[config.mk]
export PLATFORM = sky130hd
export DESIGN_NAME = rst_boot_sequencer
export DESIGN_NICKNAME = d
export VERILOG_FILES = /design/src/rtl/rst_boot_sequencer.sv
export SDC_FILE = /design/constraint.sdc
export NUM_CORES = 1
export LEC_CHECK = 0
export ABC_AREA = 1
export BUFFER_PORTS_ARGS = -buffer_cell sky130_fd_sc_hd__buf_4
export CAP_MARGIN = 5
export CORE_UTILIZATION = 25
export DETAILED_ROUTE_END_ITERATION = 10
export HOLD_SLACK_MARGIN = 0.1
export PLACE_DENSITY_LB_ADDON = 0.12
export SLEW_MARGIN = 20
export SYNTH_ARGS = -nofsm -noshare
export SYNTH_HDL_FRONTEND = slang
export SYNTH_SLANG_ARGS = --single-unit
[constraint.sdc]
create_clock -name clk -period 3.9 [get_ports clk]
set_input_delay 0.195 -clock clk [delete_from_list [all_inputs] [get_ports clk]]
set_output_delay 0.195 -clock clk [all_outputs]
set_load 0.05 [all_outputs]
[src/rtl/rst_boot_sequencer.sv]
`default_nettype none
// ============================================================================
// Module   : rst_boot_sequencer
// Purpose  : Consumer end of the user-button reset path. A system-reset
//            request produces a fixed-width reset pulse to the user logic
//            tree. A boot request blinks a warning LED for a set time. It then
//            pulses PROGRAMN low to reboot into the bootloader, and parks the
//            design in reset until rst_n is asserted.
//
// Ports    : clk          in   system clock
//            rst_n        in   asynchronous reset, active low
//            sys_rst_req  in   system reset request (synchronous to clk)
//            boot_req     in   bootloader reboot request (synchronous to clk)
//            sys_rst_out  out  reset to user logic, SYS_RESET_LOGIC_LEVEL
//                              when asserted
//            prog_n       out  PROGRAMN drive, active low
//            warn_led     out  reboot warning LED, active high
//            busy         out  high whenever the sequencer is not idle
//
// Options  : RST_SEQ_CANCEL_EN - when defined, releasing boot_req during the
//            warning phase aborts the reboot and returns to idle. When it is
//            undefined, the reboot is committed once the warning starts.
//
// Revision : 1.0 - initial release
// ============================================================================
module rst_boot_sequencer #(
    parameter int CLK_FREQUENCY          = 48000000,
    parameter int SYS_RESET_LOGIC_LEVEL  = 1,
    parameter int BOOT_RESET_LOGIC_LEVEL = 1,
    parameter int SYS_RST_HOLD_CLKS      = 16,
    parameter int BOOT_WARN_MS           = 500,
    parameter int BLINK_HALF_MS          = 50,
    parameter int PROG_PULSE_CLKS        = 64
) (
    input  logic clk,
    input  logic rst_n,
    input  logic sys_rst_req,
    input  logic boot_req,
    output logic sys_rst_out,
    output logic prog_n,
    output logic warn_led,
    output logic busy
);

    // ------------------------------------------------------------------------
    // Derived durations and the shared counter width
    // ------------------------------------------------------------------------
    localparam int c_WARN_CLKS  = CLK_FREQUENCY / 1000 * BOOT_WARN_MS;
    localparam int c_BLINK_CLKS = CLK_FREQUENCY / 1000 * BLINK_HALF_MS;

    localparam int c_MAX_AB  = (c_WARN_CLKS > c_BLINK_CLKS) ? c_WARN_CLKS : c_BLINK_CLKS;
    localparam int c_MAX_CD  = (SYS_RST_HOLD_CLKS > PROG_PULSE_CLKS) ?
                               SYS_RST_HOLD_CLKS : PROG_PULSE_CLKS;
    localparam int c_CNT_MAX = (c_MAX_AB > c_MAX_CD) ? c_MAX_AB : c_MAX_CD;
    // The extra bit gives headroom so the next blink point
    // (at most WARN_CLKS-1 + BLINK_CLKS) always fits without wrapping.
    localparam int c_CNT_W   = $clog2(c_CNT_MAX) + 1;

    localparam logic [c_CNT_W-1:0] c_CNT_ONE   = c_CNT_W'(1);
    localparam logic [c_CNT_W-1:0] c_SYS_LAST  = c_CNT_W'(SYS_RST_HOLD_CLKS - 1);
    localparam logic [c_CNT_W-1:0] c_WARN_LAST = c_CNT_W'(c_WARN_CLKS - 1);
    localparam logic [c_CNT_W-1:0] c_PROG_LAST = c_CNT_W'(PROG_PULSE_CLKS - 1);
    localparam logic [c_CNT_W-1:0] c_BLINK_STEP = c_CNT_W'(c_BLINK_CLKS);

    localparam logic c_SYS_ACT    = (SYS_RESET_LOGIC_LEVEL != 0);
    localparam logic c_SYS_INACT  = ~c_SYS_ACT;
    localparam logic c_BOOT_ACT   = (BOOT_RESET_LOGIC_LEVEL != 0);
    localparam logic c_BOOT_INACT = ~c_BOOT_ACT;

    // ------------------------------------------------------------------------
    // State encoding
    // ------------------------------------------------------------------------
    typedef enum logic [2:0] {
        ST_IDLE     = 3'd0,
        ST_SYS_HOLD = 3'd1,
        ST_WARN     = 3'd2,
        ST_PROG     = 3'd3,
        ST_HALT     = 3'd4
    } state_t;

    state_t               state_q, state_d;
    logic [c_CNT_W-1:0]   cnt_q, cnt_d;
    // Counter value at which warn_led next toggles while in WARN
    logic [c_CNT_W-1:0]   blink_at_q, blink_at_d;
    logic                 sys_prev_q;
    logic                 boot_prev_q;
    logic                 sys_rst_out_q;
    logic                 prog_n_q;
    logic                 warn_led_q;
    logic                 busy_q;

    logic                 sys_edge;
    logic                 boot_edge;
`ifdef RST_SEQ_CANCEL_EN
    logic                 boot_active;
`endif

    // ------------------------------------------------------------------------
    // Request edge detection. The prev registers reset to the inactive
    // level, so a request already asserted at reset release is seen as an
    // edge on the first clock. A held level never re-triggers.
    // ------------------------------------------------------------------------
    always_comb begin
        sys_edge  = (sys_rst_req == c_SYS_ACT)  && (sys_prev_q  != c_SYS_ACT);
        boot_edge = (boot_req    == c_BOOT_ACT) && (boot_prev_q != c_BOOT_ACT);
`ifdef RST_SEQ_CANCEL_EN
        boot_active = (boot_req == c_BOOT_ACT);
`endif
    end

    // ------------------------------------------------------------------------
    // Next-state logic
    // ------------------------------------------------------------------------
    always_comb begin
        state_d    = state_q;
        cnt_d      = cnt_q;
        blink_at_d = blink_at_q;

        case (state_q)
            ST_IDLE: begin
                cnt_d = '0;
                // A boot edge wins over a sys edge on the same clock
                if (boot_edge) begin
                    state_d    = ST_WARN;
                    blink_at_d = c_BLINK_STEP;
                end else if (sys_edge) begin
                    state_d = ST_SYS_HOLD;
                end
            end

            ST_SYS_HOLD: begin
                // New sys edges are ignored here, so the hold is never extended
                if (boot_edge) begin
                    state_d    = ST_WARN;
                    cnt_d      = '0;
                    blink_at_d = c_BLINK_STEP;
                end else if (cnt_q == c_SYS_LAST) begin
                    state_d = ST_IDLE;
                    cnt_d   = '0;
                end else begin
                    cnt_d = cnt_q + c_CNT_ONE;
                end
            end

            ST_WARN: begin
`ifdef RST_SEQ_CANCEL_EN
                if (!boot_active) begin
                    state_d = ST_IDLE;
                    cnt_d   = '0;
                end else
`endif
                if (cnt_q == c_WARN_LAST) begin
                    state_d = ST_PROG;
                    cnt_d   = '0;
                end else begin
                    cnt_d = cnt_q + c_CNT_ONE;
                    if (cnt_q == blink_at_q) begin
                        blink_at_d = blink_at_q + c_BLINK_STEP;
                    end
                end
            end

            ST_PROG: begin
                if (cnt_q == c_PROG_LAST) begin
                    state_d = ST_HALT;
                    cnt_d   = '0;
                end else begin
                    cnt_d = cnt_q + c_CNT_ONE;
                end
            end

            ST_HALT: begin
                // Terminal: only rst_n leaves this state
            end

            default: begin
                state_d = ST_IDLE;
                cnt_d   = '0;
            end
        endcase
    end

    // ------------------------------------------------------------------------
    // State, counter and registered Moore outputs. The outputs decode the
    // current state register, so they follow the state by one clock. Every
    // dwell time is therefore reproduced exactly on the pins.
    // ------------------------------------------------------------------------
    always_ff @(posedge clk or negedge rst_n) begin
        if (!rst_n) begin
            state_q       <= ST_IDLE;
            cnt_q         <= '0;
            blink_at_q    <= '0;
            sys_prev_q    <= c_SYS_INACT;
            boot_prev_q   <= c_BOOT_INACT;
            sys_rst_out_q <= c_SYS_INACT;
            prog_n_q      <= 1'b1;
            warn_led_q    <= 1'b0;
            busy_q        <= 1'b0;
        end else begin
            state_q     <= state_d;
            cnt_q       <= cnt_d;
            blink_at_q  <= blink_at_d;
            sys_prev_q  <= sys_rst_req;
            boot_prev_q <= boot_req;

            case (state_q)
                ST_IDLE: begin
                    sys_rst_out_q <= c_SYS_INACT;
                    prog_n_q      <= 1'b1;
                    warn_led_q    <= 1'b0;
                    busy_q        <= 1'b0;
                end
                ST_SYS_HOLD: begin
                    sys_rst_out_q <= c_SYS_ACT;
                    prog_n_q      <= 1'b1;
                    warn_led_q    <= 1'b0;
                    busy_q        <= 1'b1;
                end
                ST_WARN: begin
                    sys_rst_out_q <= c_SYS_INACT;
                    prog_n_q      <= 1'b1;
                    busy_q        <= 1'b1;
                    // LED starts lit and flips each time the counter reaches
                    // the next half-period boundary
                    if (cnt_q == '0) begin
                        warn_led_q <= 1'b1;
                    end else if (cnt_q == blink_at_q) begin
                        warn_led_q <= ~warn_led_q;
                    end
                end
                ST_PROG: begin
                    sys_rst_out_q <= c_SYS_ACT;
                    prog_n_q      <= 1'b0;
                    warn_led_q    <= 1'b1;
                    busy_q        <= 1'b1;
                end
                ST_HALT: begin
                    sys_rst_out_q <= c_SYS_ACT;
                    prog_n_q      <= 1'b1;
                    warn_led_q    <= 1'b1;
                    busy_q        <= 1'b1;
                end
                default: begin
                    sys_rst_out_q <= c_SYS_INACT;
                    prog_n_q      <= 1'b1;
                    warn_led_q    <= 1'b0;
                    busy_q        <= 1'b0;
                end
            endcase
        end
    end

    assign sys_rst_out = sys_rst_out_q;
    assign prog_n      = prog_n_q;
    assign warn_led    = warn_led_q;
    assign busy        = busy_q;

endmodule
`default_nettype wire

After elaboration in Yosys (flattened, before gate mapping)
Cells that the tools add are included.

Add/sub/neg operators: 2. Equality and inequality tests: 16. Multiplexer cells: 22. Bitwise logic cells: 4. Reductions and logical operators: 11.

Operator list (count): two-way mux 26 bit (7); case mux 26 bit (4 select lines) (1); case mux 26 bit (2 select lines) (1); adder 26 x 1 -> 26 bit, second input constant (1); adder 26 x 22 -> 26 bit, second input constant (1); == test 26 x 25 -> 1 bit, second input constant (1); == test 26 bit (1); == test 26 x 4 -> 1 bit, second input constant (1); == test 26 x 6 -> 1 bit, second input constant (1); zero test 26 bit (1); two-way mux 3 bit (6); case mux 3 bit (5 select lines) (1); != test 3 bit, second input constant (3); != test 2 bit, second input constant (4); == test 3 x 2 -> 1 bit, second input constant (2); two-way mux 1 bit (5); AND reduction 5 bit (1); inverter 1 bit (4); AND reduction 4 bit (1); OR reduction 2 bit (2); OR reduction 4 bit (1); == test 3 x 1 -> 1 bit, second input constant (1); == test 3 bit, second input constant (1); zero test 3 bit (1); other kinds (5) (6).

Flip-flop bits (word level): 61. Input port bits: 4. Output and inout port bits: 4. Logic and storage cells: 64.

Depth between registers and ports, before layout
Depth after elaboration: 5. Mapped depth: 13. Gate-level depth less buffers: 12.

Least setup slack after synthesis
OpenSTA, ideal clock, no wires.

Kind: reg2reg. Start: register cnt_q[0]. End: register blink_at_q[21]. Setup time: 0.117 ns. Arrival: 1.521 ns. Required time: 3.783 ns. Slack: 2.263 ns. Stages on the path, launching flop included: 13. Path buffers: 1. Clock period less this slack: 1.637 ns. Path through: dfrtp_1 > inv_1 > ha_1 > nand3_1 > nor2_1 > nand2_1 > nor2_2 > nand3_4 > nand2_1 > nand2_2 > buf_6 > nand2_1 > nand2_1.

Longest elaborated chain between the ends: 3. Elaborated cells between the ends (all ways): 5. Those cells by class: eq/ne (4); reduce/logical (1).

Ends and longest elaborated chain: start: declaration (line 82) `logic [c_CNT_W-1:0] cnt_q, cnt_d;`; start signal: assignment (line 201) `cnt_q <= cnt_d;`; == test 26 bit / == test 26 x 25 -> 1 bit (equally long branches) (line 157, 152); != test 2 bit (no source line); AND reduction 4 bit (no source line) (*); end signal: assignment (line 202) `blink_at_q <= blink_at_d;`; end: declaration (line 84) `logic [c_CNT_W-1:0] blink_at_q, blink_at_d;`.

Every way passes the cells marked *; elsewhere a longest branch is shown, timed or not. A chain may end at the register's enable or synchronous reset.

Worst setup path in the final report
Start: register cnt_q[0]. End: register state_q[1].

Longest elaborated chain between the ends: 3. Elaborated cells between the ends (all ways): 7. Those cells by class: eq/ne (6); reduce/logical (1).

Ends and longest elaborated chain: == test 26 x 4 -> 1 bit (tied with other cells) (line 137) `end else if (cnt_q == c_SYS_LAST) begin`; != test 3 bit (no source line) / != test 2 bit (equally long branches); AND reduction 5 bit (no source line) (*); end signal: assignment (line 200) `state_q <= state_d;`; end: declaration (line 81) `state_t state_q, state_d;`.

Marks and branches as above.

==> impl_metrics.json <==
{
  "worst_clock_skew_ns": 0.004923,
  "clk_latency_ns": 0.30,
  "postCtsResizedCells": 0,
  "synth_warnings": 0,
  "async_reset_ff_share_pct": 100.0,
  "tritoncts": "built",
  "stdcell_area_um2": 4172,
  "placed_area_um2": 3974,
  "crit_required_ns": 4.15,
  "crit_path_cell_trace": "ha_1 -> inv_1 -> nor2_1 -> inv_1 -> nor2_1 -> nand3_1 -> nand2_1 -> nand2_1 -> nor2_4 -> nand3_1 -> nand2_1",
  "drive_gt1_share_pct": 6.229,
  "layout_commonest_cell": "nand2_1",
  "synthesis.nets": 602,
  "clk_pin_slew_worst_paths_ns": 0.08,
  "first_pass_iters": 4,
  "root_buffer": "clkbuf_16",
  "cts-buffers-inserted": 5,
  "place_inst": 767,
  "worstHoldPathType": "in2async",
  "synth_top_family_by_area": "simple AND/OR/NAND/NOR gates",
  "postSynthRegisterBits": 53,
  "overflow": 0,
  "slowest_stage": "nor2_4",
  "ir_drop_uv": 318.2,
  "die_w_um": 125.4,
  "cts_buffer_depth": 2,
  "syn-cell-area_um2": 3809,
  "num_rows": 44,
  "gp_congestion": 0.8296,
  "finalNonFillerCells": 778,
  "syn_avg_cell_area_um2": 6.412,
  "finalNetCount": 601,
  "yosys.area_share.xor_xnor_pct": 5.519,
  "synth_top_cell_area_share_pct": 34.17,
  "core_um2": 14700,
  "yosysSeqAreaShare_pct": 34.86,
  "ys_types": 31,
  "worst_slew_pin_slew_ns": 0.7467,
  "cts_max_level": 2,
  "num_vias": 3610,
  "slew_viol_final": 0,
  "synth_compound_area_share_pct": 3.351,
  "slew_headroom_pct": 50.10,
  "drt-total-wl_um": 11210,
  "fin_crit_ns": 2.156,
  "synth_ff_type": "dfrtp_1",
  "syn_to_final_growth_pct": 9.527,
  "final_cell_mix": "nand2_1, nor2_1, inv_1",
  "grt_pass1_vias": 3760,
  "power.density_nw_per_um2": 595.8,
  "pin_count": 8,
  "finalHoldViolations": 0,
  "cap_viol_max_count": 0,
  "fin_crit_sh_pct": 55.29,
  "start_util_pct": 25.91,
  "arrival_ns": 2.40,
  "crit_path_max_incr_delay_ns": 0.51,
  "synth_enable_flop_cells": 0,
  "wl_per_cell_um": 14.40,
  "crit_top_cell": "nand2_1",
  "drc": 0,
  "startpoint_type": "flip-flop",
  "p_leak_nw": 1.946,
  "antenna_cells": 0,
  "dieArea_um2": 15730,
  "drtIter0Drc": 236,
  "io_buffer_count": 7,
  "postCtsSetupBuffers": 0,
  "die_h_um": 125.4,
  "syn-instance-count": 594,
  "grt_util_all_layers_pct": 15.47,
  "synthAdderAreaFrac_pct": 1.314,
  "fmax_mhz": 463.7,
  "worstSetupEndpointType": "flip-flop",
  "crit_type": "reg2reg",
  "utilization_pct": 28.38,
  "grt_max_degree": 54,
  "vias_per_cell": 4.640,
  "grt_antenna_before_repair": 0,
  "synthMuxAreaShare_pct": 0,
  "status": "finished, final reports clean",
  "synthSimpleGateAreaFrac_pct": 44.68,
  "rsz0062_at_grt": "no",
  "ant_nets": 0,
  "cp_max_fo": 23,
  "yosysTopAreaCell": "dfrtp_1",
  "grt_first_pass_wirelength_um": 19150,
  "clock_sinks": 53,
  "hpwl_um": 8567,
  "synth_area_leaders": "dfrtp_1, nand2_1, nor2_1, inv_1, nand3_1",
  "setup-tns-final_ns": 0,
  "setup_viol": 0
}
[cell type report]
class / instances / area (um^2)
Fill cell: 1658 / 10530
Clock buffer: 6 / 128.9
Inverter: 73 / 274.0
Sequential cell: 53 / 1328
Multi-Input combinational cell: 450 / 2090
Tap cell: 184 / 230.2
Timing Repair Buffer: 10 / 82.58
Clock inverter: 2 / 38.79
[where the power goes]
part	internal, W	switching (W)	total (W)
combinational	0.000323	0.000782	0.00110
sequential	0.000673	0.000176	0.000848
clock	0.000305	0.000227	0.000532
[critical path, delay by kind of cell (launching register included)]
kind / cells / cell delay (ns)
fa+ha+maj: 1 / 0.18
buf+inv: 2 / 0.11
flops: 1 / 0.37
simple gates: 8 / 1.42
[Yosys cell counts (all sizes together) (2+ instances only)]
library cell,instances
clkbuf,2
a31oi,2
o21ai,9
or2,3
nor3b,2
nand3,48
nand2,213
xnor2,4
inv,73
buf,16
a21oi,9
nor2,97
nor4,2
xor2,20
nand4,16
ha,4
dfrtp,52
nor3,18
[routing by layer]
metal	vias to the layer above	routed length, um	track usage (%)
met5	-	0	0
met4	0	251	5.093
met3	19	279	2.353
met2	51	5247	26.08
met1	1696	5427	20.15
li1	1844	-	-
[flip-flops by register name (all words and copies together) (netlist names)]
| name | count |
|---|---|
| blink_at_q | 18 |
| boot_prev_q | 1 |
| busy | 1 |
| cnt_q | 26 |
| prog_n | 1 |
| state_q | 3 |
| sys_prev_q | 1 |
| sys_rst_out | 1 |
| warn_led | 1 |
[stage by stage]
stage | hold slack [ns] | total power (W) | setup WS (ns)
finish | 0.4942 | 0.002485 | 1.744
global route | 0.5401 | 0.002714 | 1.431
CTS | 0.5338 | 0.002527 | 1.687
detailed placement | 0.3108 | 0.001979 | 1.721
global placement | 0.3079 | 0.001978 | 1.774
floorplan | -0.1006 | 0.001718 | 2.263
[cell families (layout without fill, tap and decap cells)]
kind of cell / count (synthesis) / in the layout
simple gates: 400 / 400
buf+inv: 91 / 91
flops: 53 / 53
xor+xnor: 24 / 24
compound gates: 22 / 22
fa+ha+maj: 4 / 4
[final timing paths]
kind,from,endpoint,slack (ns),depth (start not counted)
min in group clk,blink_at_q[9]$_DFFE_PN0P_,blink_at_q[9]$_DFFE_PN0P_,0.54,2
worst min register to register,blink_at_q[9]$_DFFE_PN0P_,blink_at_q[9]$_DFFE_PN0P_,0.54,2
worst max register to register,cnt_q[0]$_DFFE_PN0N_,state_q[1]$_DFFE_PN0P_,1.74,11
max in group asynchronous,rst_n,state_q[1]$_DFFE_PN0P_,2.95,2
worst min-delay path,rst_n,blink_at_q[10]$_DFFE_PN0P_,0.49,2
worst max-delay path,cnt_q[0]$_DFFE_PN0N_,state_q[1]$_DFFE_PN0P_,1.74,11
[timing repair]
item,in CTS,in global routing
hold buffers,3,0
endpoints found under the setup margin,0,0
hold endpoints to repair,54,0
Note: power is estimated with default switching activity, not from simulation.
